## src/rtl/ysyx_25040109_mdu.sv

```systemverilog
// Iterative RV32M multiply/divide unit: one shared radix-2 datapath,
// valid/ready request and response channels toward the EXU.
module ysyx_25040109_mdu #(
  parameter int XLEN  = 32,
  parameter int CNT_W = 6
) (
  input  logic            clk,
  input  logic            rst_n,
  input  logic            req_valid,
  output logic            req_ready,
  input  logic [2:0]      req_op,
  input  logic [XLEN-1:0] req_src1,
  input  logic [XLEN-1:0] req_src2,
  input  logic            flush,
  output logic            resp_valid,
  input  logic            resp_ready,
  output logic [XLEN-1:0] resp_result,
  output logic            busy
);

  typedef enum logic [1:0] {S_IDLE, S_CALC, S_DONE} state_t;

  localparam logic [XLEN-1:0] MIN_NEG = {1'b1, {(XLEN-1){1'b0}}};
  localparam logic [XLEN-1:0] ALL_ONE = {XLEN{1'b1}};

  state_t              r_state;
  state_t              w_state_next;
  logic [2:0]          r_op;
  logic                r_neg1;
  logic                r_neg2;
  logic [XLEN-1:0]     r_a;
  logic [XLEN-1:0]     r_b;
  logic [2*XLEN-1:0]   r_prod;
  logic [XLEN:0]       r_rem;
  logic [XLEN-1:0]     r_quo;
  logic [CNT_W-1:0]    r_cnt;
  logic [XLEN-1:0]     r_result;

  logic                w_accept;
  logic                w_signed1;
  logic                w_signed2;
  logic                w_neg1;
  logic                w_neg2;
  logic [XLEN-1:0]     w_mag1;
  logic [XLEN-1:0]     w_mag2;
  logic                w_div_zero;
  logic                w_ovf;
  logic                w_special;
  logic [XLEN-1:0]     w_special_result;
  logic                w_last;

  logic [XLEN:0]       w_mul_sum;
  logic [2*XLEN-1:0]   w_prod_step;
  logic [XLEN:0]       w_rem_shift;
  logic [XLEN:0]       w_rem_diff;
  logic [XLEN:0]       w_rem_step;
  logic [XLEN-1:0]     w_quo_step;
  logic [2*XLEN-1:0]   w_prod_fix;
  logic [XLEN-1:0]     w_quo_fix;
  logic [XLEN-1:0]     w_rem_fix;
  logic [XLEN-1:0]     w_calc_result;

  assign req_ready   = (r_state == S_IDLE);
  assign resp_valid  = (r_state == S_DONE);
  assign busy        = (r_state != S_IDLE);
  assign resp_result = r_result;

  assign w_accept  = req_valid && (r_state == S_IDLE) && !flush;
  // MULH, MULHSU, DIV, REM treat rs1 as signed; MULHSU leaves rs2 unsigned
  assign w_signed1 = (req_op == 3'd1) || (req_op == 3'd2) || (req_op == 3'd4) || (req_op == 3'd6);
  assign w_signed2 = (req_op == 3'd1) || (req_op == 3'd4) || (req_op == 3'd6);
  assign w_neg1    = w_signed1 && req_src1[XLEN-1];
  assign w_neg2    = w_signed2 && req_src2[XLEN-1];
  assign w_mag1    = w_neg1 ? (~req_src1 + 1'b1) : req_src1;
  assign w_mag2    = w_neg2 ? (~req_src2 + 1'b1) : req_src2;

  assign w_div_zero = req_op[2] && (req_src2 == '0);
  assign w_ovf      = ((req_op == 3'd4) || (req_op == 3'd6)) &&
                      (req_src1 == MIN_NEG) && (req_src2 == ALL_ONE);
  assign w_special  = w_div_zero || w_ovf;
  // req_op[1] separates REM/REMU from DIV/DIVU
  assign w_special_result = w_div_zero ? (req_op[1] ? req_src1 : ALL_ONE)
                                       : (req_op[1] ? '0 : MIN_NEG);

  assign w_last = (r_cnt == CNT_W'(XLEN-1));

  // Shift-add: low half of r_prod holds the remaining multiplier bits
  assign w_mul_sum   = {1'b0, r_prod[2*XLEN-1:XLEN]} + (r_prod[0] ? {1'b0, r_a} : '0);
  assign w_prod_step = {w_mul_sum, r_prod[XLEN-1:1]};

  assign w_rem_shift = {r_rem[XLEN-1:0], r_quo[XLEN-1]};
  assign w_rem_diff  = w_rem_shift - {1'b0, r_b};
  assign w_rem_step  = w_rem_diff[XLEN] ? w_rem_shift : w_rem_diff;
  assign w_quo_step  = {r_quo[XLEN-2:0], ~w_rem_diff[XLEN]};

  assign w_prod_fix = (r_neg1 ^ r_neg2) ? (~w_prod_step + 1'b1) : w_prod_step;
  assign w_quo_fix  = (r_neg1 ^ r_neg2) ? (~w_quo_step + 1'b1) : w_quo_step;
  assign w_rem_fix  = r_neg1 ? (~w_rem_step[XLEN-1:0] + 1'b1) : w_rem_step[XLEN-1:0];

  always_comb begin
    w_calc_result = w_rem_fix;
    case (r_op)
      3'd0:                w_calc_result = w_prod_fix[XLEN-1:0];
      3'd1, 3'd2, 3'd3:    w_calc_result = w_prod_fix[2*XLEN-1:XLEN];
      3'd4, 3'd5:          w_calc_result = w_quo_fix;
      default:             w_calc_result = w_rem_fix;
    endcase
  end

  always_comb begin
    w_state_next = r_state;
    if (flush) begin
      w_state_next = S_IDLE;
    end else begin
      case (r_state)
        S_IDLE:  if (req_valid) w_state_next = w_special ? S_DONE : S_CALC;
        S_CALC:  if (w_last) w_state_next = S_DONE;
        S_DONE:  if (resp_ready) w_state_next = S_IDLE;
        default: w_state_next = S_IDLE;
      endcase
    end
  end

  always_ff @(posedge clk or negedge rst_n) begin
    if (!rst_n) begin
      r_state  <= S_IDLE;
      r_op     <= '0;
      r_neg1   <= 1'b0;
      r_neg2   <= 1'b0;
      r_a      <= '0;
      r_b      <= '0;
      r_prod   <= '0;
      r_rem    <= '0;
      r_quo    <= '0;
      r_cnt    <= '0;
      r_result <= '0;
    end else begin
      r_state <= w_state_next;
      if (w_accept) begin
        r_op   <= req_op;
        r_neg1 <= w_neg1;
        r_neg2 <= w_neg2;
        r_a    <= w_mag1;
        r_b    <= w_mag2;
        r_prod <= {{XLEN{1'b0}}, w_mag2};
        r_rem  <= '0;
        r_quo  <= w_mag1;
        r_cnt  <= '0;
        if (w_special) r_result <= w_special_result;
      end else if ((r_state == S_CALC) && !flush) begin
        r_prod <= w_prod_step;
        r_rem  <= w_rem_step;
        r_quo  <= w_quo_step;
        r_cnt  <= r_cnt + 1'b1;
        if (w_last) r_result <= w_calc_result;
      end
    end
  end

endmodule

```

## config.mk

```make
export PLATFORM = sky130hd
export DESIGN_NAME = ysyx_25040109_mdu
export DESIGN_NICKNAME = d
export VERILOG_FILES = /design/src/rtl/ysyx_25040109_mdu.sv
export SDC_FILE = /design/constraint.sdc
export NUM_CORES = 1
export LEC_CHECK = 0
export ABC_AREA = 1
export CAP_MARGIN = 0
export CORE_MARGIN = 3
export CORE_UTILIZATION = 40
export CTS_BUF_LIST = sky130_fd_sc_hd__clkbuf_2 sky130_fd_sc_hd__clkbuf_4 sky130_fd_sc_hd__clkbuf_8
export CTS_CLUSTER_SIZE = 40
export DETAILED_ROUTE_END_ITERATION = 7
export SYNTH_ARGS = -nofsm -noshare
export SYNTH_HDL_FRONTEND = slang
export SYNTH_SLANG_ARGS = --single-unit
```

## constraint.sdc

```tcl
create_clock -name clk -period 6.16 [get_ports clk]
set_input_delay 1.232 -clock clk [delete_from_list [all_inputs] [get_ports clk]]
set_output_delay 1.232 -clock clk [all_outputs]
set_load 0.03 [all_outputs]
```

# After elaboration in Yosys (flattened, before gate mapping)
# Cells that the tools add are included.
[totals] word_cells=99 ram_bits=0 mem_count=0 output_inout_bits=35 latchBits=0 rom_bits=0 in_bits=72 ff_bits=237
[op_classes] magnitude_cmp=0 reduce_logical=26 multipliers=0 n_div=0 bitwise=7 eq_ne=18 n_addsub=8 n_shift=0 mux=29
[ops] cell="$mux 32" count=17
[ops] cell="$mux 64" count=3
[ops] cell="$add 32x1->32 const B" count=4
[ops] cell="$not 32->32" count=4
[ops] cell="$pmux 32 s3" count=1
[ops] cell="$add 64x1->64 const B" count=1
[ops] cell="$eq 32x32->1 const B" count=2
[ops] cell="$not 64->64" count=1
[ops] cell="$add 32x32->33" count=1
[ops] cell="$sub 33x32->33" count=1
[ops] cell="$logic_not 32->1" count=1
[ops] cell="$eq 3x3->1 const B" count=4
[ops] cell="$mux 6" count=2
[ops] cell="$mux 2" count=5
[ops] cell="$eq 3x2->1 const B" count=3
[ops] cell="$logic_and 1x1->1" count=8
[ops] cell="$logic_or 1x1->1" count=7
[ops] cell="$add 6x1->6 const B" count=1
[ops] cell="$eq 3x1->1 const B" count=2
[ops] cell="$eq 6x5->1 const B" count=1
[ops] cell="$ne 3x2->1 const B" count=2
[ops] cell="$pmux 2 s3" count=1
[ops] cell="$reduce_and 3->1" count=2
[ops] cell="$reduce_bool 2->1" count=3
[ops] cell="other kinds (11)" count=11

# Depth between registers and ports, before layout
[logic_depth] word_depth=9 ltp_mapped=37 mapped_depth_nobuf=35

# Least setup slack after synthesis
# OpenSTA, ideal clock, no wires.
[synth_timing] path_type="flip-flop to flip-flop" from="register r_quo[31]" to="register r_result[30], in the netlist resp_result[30]" path_stages_with_launch=36 path_buffers=2 synth_period_minus_slack_ns=4.190 setup_ns=0.117 path_slack_ns=1.970 t_arrival_ns=4.073 required_time_ns=6.043 path_cell_list="dfrtp_1 > inv_1 > ha_1 > inv_1 > fa_1 > nand2_1 > nand2_1 > nand3_1 > nand2_2 > nand2_2 > nand2_2 > nand2_4 > nand3_4 > nand2_4 > buf_6 > buf_2 > ha_1 > nand3_1 > nor3_1 > nand2_1 > nor3_1 > nand2_1 > nor2_1 > inv_1 > o21ai_0 > inv_1 > a21oi_1 > a21oi_1 > o21ai_0 > nand2_1 > inv_1 > nand2_1 > nor2_1 > nand2_1 > nand2_1 > nand2_1"
[synth_between] elab_chain_cells=9 word_cells_on_any_way=13 cone_classes="add/sub (3); mux (7); bitwise (3)"
[synth_rtl] element="start, declared" line_no="35" rtl="logic [XLEN-1:0] r_quo;"
[synth_rtl] element="start signal, assigned" line_no="147" rtl="r_quo <= w_mag1;"
[synth_rtl] element="start signal, assigned" line_no="153" rtl="r_quo <= w_quo_step;"
[synth_rtl] element="$sub 33x32->33" line_no="92" rtl="assign w_rem_diff = w_rem_shift - {1'b0, r_b};"
[synth_rtl] element="$mux 32 or $not 1->1 (tied branches)" line_no="93, 94"
[synth_rtl] element="$not 32->32, on equally long branches" line_no="98, 97"
[synth_rtl] element="$add 32x1->32, on equally long branches" line_no="98, 97"
[synth_rtl] element="$mux 32, on equally long branches" line_no="98, 97"
[synth_rtl] element="$pmux 32 s3 (*)" line_no="102" rtl="case (r_op)"
[synth_rtl] element="$mux 32 (*)" line_no="155" rtl="if (w_last) r_result <= w_calc_result;"
[synth_rtl] element="$mux 32 (*)" line_no="150" rtl="end else if ((r_state == S_CALC) && !flush) begin"
[synth_rtl] element="$mux 32 (*)" line_no="139" rtl="if (w_accept) begin"
[synth_rtl] element="end signal, assigned" line_no="149" rtl="if (w_special) r_result <= w_special_result;"
[synth_rtl] element="end signal, assigned" line_no="155"
[synth_rtl] element="end, declared" line_no="37" rtl="logic [XLEN-1:0] r_result;"
# Mark *: on every way between the ends. The rest lies on a longest branch, timed or not. The select of a mux whose other input is x is not followed.
# A chain may end at the register's enable or synchronous reset.

# Final worst setup path
[layout_timing] from="register r_quo[31]" to="register r_result[28], in the netlist resp_result[28]"
# Same word-level chain as after synthesis.

==> impl_metrics.ini <==
[status]
outcome = finished, final reports clean

[clocking]
clk_latency_ns = 0.62
cts_tree = yes
path_clk_slew_ns = 0.06
cts_setup_buffers = 0
cts.sinks = 237
cts_root_buf = clkbuf_8
numCtsBuffers = 47
cts_buffer_depth = 3
cts_resized = 0
cts_hold_buf = 0
htreeDepth = 2

[sta]
setup_tns_ns = 0
slew_viol_final = 0
fin_skew_ns = 0.02667
relSlewSlack_pct = 21.58
finalHoldViolCount = 0
finalSetupViolCount = 0
clock.fmax_mhz = 204.1
rsz0062_at_grt = false
worst_slack_ns = 1.261
fin_crit_sh_pct = 79.52
worstMarginPinSlew_ns = 1.168
period_needed_ns = 4.899

[route]
wire_per_inst_um = 19.80
drcViolationCount = 0
routed.top_layer = met5
drtAntennaViolNets = 0
wirelength_mm = 86.05
drt_iter0_markers = 2293
drt_first_pass_iters = 6
drt-vias-per-instance = 5.434
wl_met3_mm = 6.974
met2WireLength_mm = 38.42
met1_length_mm = 37.88
vias = 23609

[power]
leakagePower_uw = 0.01259
seqPwrFrac_pct = 19.7
pwr-share-clk_pct = 13.8
powerDensity_nw_per_um2 = 523.0
power.total_uw = 12640
swShare_pct = 56.97
combPwrFrac_pct = 66.5
p_int_uw = 5437
max-vdd-ir-drop_v = 0.0004020
power_switching_uw = 7200

[die]
dieWidth_um = 237.7
core-area_sq_um = 52870
row_count = 84
die_area_sq_um = 56480
start_util_pct = 40.61
io_pins = 107
fp.dieH_um = 237.7

[grt]
grt_max_degree = 113
grt_usage_pct = 30.20
grt_overflow = 0
grt_pass1_vias = 22096
grt_pass1_wl_mm = 132.4
antenna_found_initial = 2

[worst_setup_path]
startpoint_type = flop
r2r_start = r_quo[31]$_DFFE_PN0P_
criticalPathCategory = reg -> reg
cp_data_arrival_time_ns = 5.41
crit_slowest_cell = dfrtp_1
cpLargestDelayFamily = simple AND/OR/NAND/NOR gates
worst_setup_path_end_kind = flop
crit_top_cell = nand2_1
ff2ff_setup_slack_ns = 1.26
cpPeakStageDelay_ns = 0.44
critPathMaxFanout = 9
reg2reg_to = resp_result[28]$_DFFE_PN0P_
critical_path_buf_inv_count = 4
required_ns = 6.68
r2r.worst_path.cells = 33

[synth]
synth.avg_cell_area_sq_um = 6.045
synth_common_cells = nand2_1, inv_1, nor2_1
synthesis.instances = 3551
yosysWarnings = 0
synth_async_sr_flop_share_pct = 100.0
synth_most_common_cell = nand2_1
synth_top_area_share_pct = 27.63
synth_cell_type_count = 61
synth.top_cells.by_area = dfrtp_1, nand2_1, inv_1, o21ai_0, nor2_1
synth-main-ff-cell = dfrtp_1
synth_edf_count = 0
ys_seq_area_share_pct = 27.63
syn_nets = 3696
synth_seq_cells = 237
synth_top_area_cell = dfrtp_1
synthesis.area_sq_um = 21470

[placement]
gp_congestion = 0.9822
port_buffers = 106
dp_hpwl_mm = 67.57
dp_slack_ns = 1.134

[final_layout]
layout-drive-gt1-share_pct = 5.935
syn_to_final_growth_pct = 12.55
nets = 3768

[flow_run]
max_cap_violations = 0

[min_path]
holdCritStartpoint = resp_result[21]$_DFFE_PN0P_
min_path_cells = 2
hold_class = reg -> reg
min_to = resp_result[21]$_DFFE_PN0P_
cell type report:
type | instances | area (sq um)
Tap cell | 688 | 860.8
Inverter | 555 | 2085
Multi-Input combinational cell | 2654 | 13010
Timing Repair Buffer | 128 | 1269
Fill cell | 5706 | 28700
Clock buffer | 69 | 905.9
Clock inverter | 13 | 95.09
Sequential cell | 237 | 5931
Antenna cell | 1 | 2.502
worst max path at each step:
stage,endpoint,slack (ns),depth (start not counted),startpoint
3_3_place_gp,resp_result[12]$_DFFE_PN0P_,1.31,19,req_src2[0]
2_1_floorplan,resp_result[30]$_DFFE_PN0P_,1.97,35,r_quo[31]$_DFFE_PN0P_
5_1_grt,resp_result[28]$_DFFE_PN0P_,0.75,33,r_quo[31]$_DFFE_PN0P_
3_5_place_dp,resp_result[12]$_DFFE_PN0P_,1.13,19,req_src2[0]
6_report,resp_result[28]$_DFFE_PN0P_,1.26,33,r_quo[31]$_DFFE_PN0P_
4_1_cts,resp_result[28]$_DFFE_PN0P_,1.36,33,r_quo[31]$_DFFE_PN0P_
layout by cell type, fill, tap and decap left out, types with 10 or more instances in the layout:
cell type        count
a21oi_1            160
a22oi_1             35
buf_4               19
clkbuf_8            62
clkdlybuf4s50_1    105
clkinv_2            11
dfrtp_1            237
ha_1                71
inv_1              542
inv_2               10
nand2_1           1096
nand2_2             41
nand3_1            233
nand3b_1            20
nand4_1             47
nor2_1             312
nor2_2              16
nor3_1              91
nor4_1              15
o211ai_1            15
o21ai_0            278
o21ai_1             21
o21bai_1            18
o22ai_1             48
xor2_1              18
state kept, by name, indices dropped and copies added (netlist names):
signal and cells:
r_a 32, r_b 32, r_cnt 6, r_neg1 1
r_neg2 1, r_op 3, r_prod 64, r_quo 32
r_rem 32, r_state 2, resp_result 32
worst register-to-register path: cells and delay by family, from the launching register on:
family	cells	cell delay [ns]
simple gates	24	2.83
buf+inv	4	0.34
compound gates	2	0.35
fa+ha+maj	3	0.81
flops	1	0.44
routing by layer:
metal,vias to the layer above,global-route usage [%]
li1,11639,-
met1,10878,42.54
met2,956,48.12
met3,134,4.618
met4,2,8.721
met5,-,0
per-stage QoR:
step	instances	utilization [%]	area (sq um)	hold slack (ns)
floorplan	3551	-	21470	0.4422
global placement	4262	43.81	23160	0.4669
detailed placement	4262	43.81	23160	0.4699
CTS	4344	45.70	24160	0.4875
global route	4345	45.70	24160	0.4967
finish	4345	45.70	24160	0.4826
power groups by stage:
| stage | Sequential, uW | Combinational [uW] | Clock [uW] |
|---|---|---|---|
| after floorplan | 2320 | 5900 | 0 |
| after global placement | 2500 | 8190 | 0 |
| after detailed placement | 2500 | 8200 | 0 |
| after CTS | 2480 | 8240 | 1770 |
| after global routing | 2550 | 9350 | 1840 |
| final | 2490 | 8400 | 1740 |
logic make-up after synthesis:
| group | share of synthesized area, % |
|---|---|
| AND/OR/NAND/NOR | 38.20 |
| buffers and inverters | 11.88 |
| AO/OA/AOI/OAI | 16.86 |
| flip-flops | 27.63 |
| adder cells (fa/ha/maj) | 4.325 |
| XOR/XNOR | 1.102 |
Note: power is estimated with default switching activity, not from simulation.
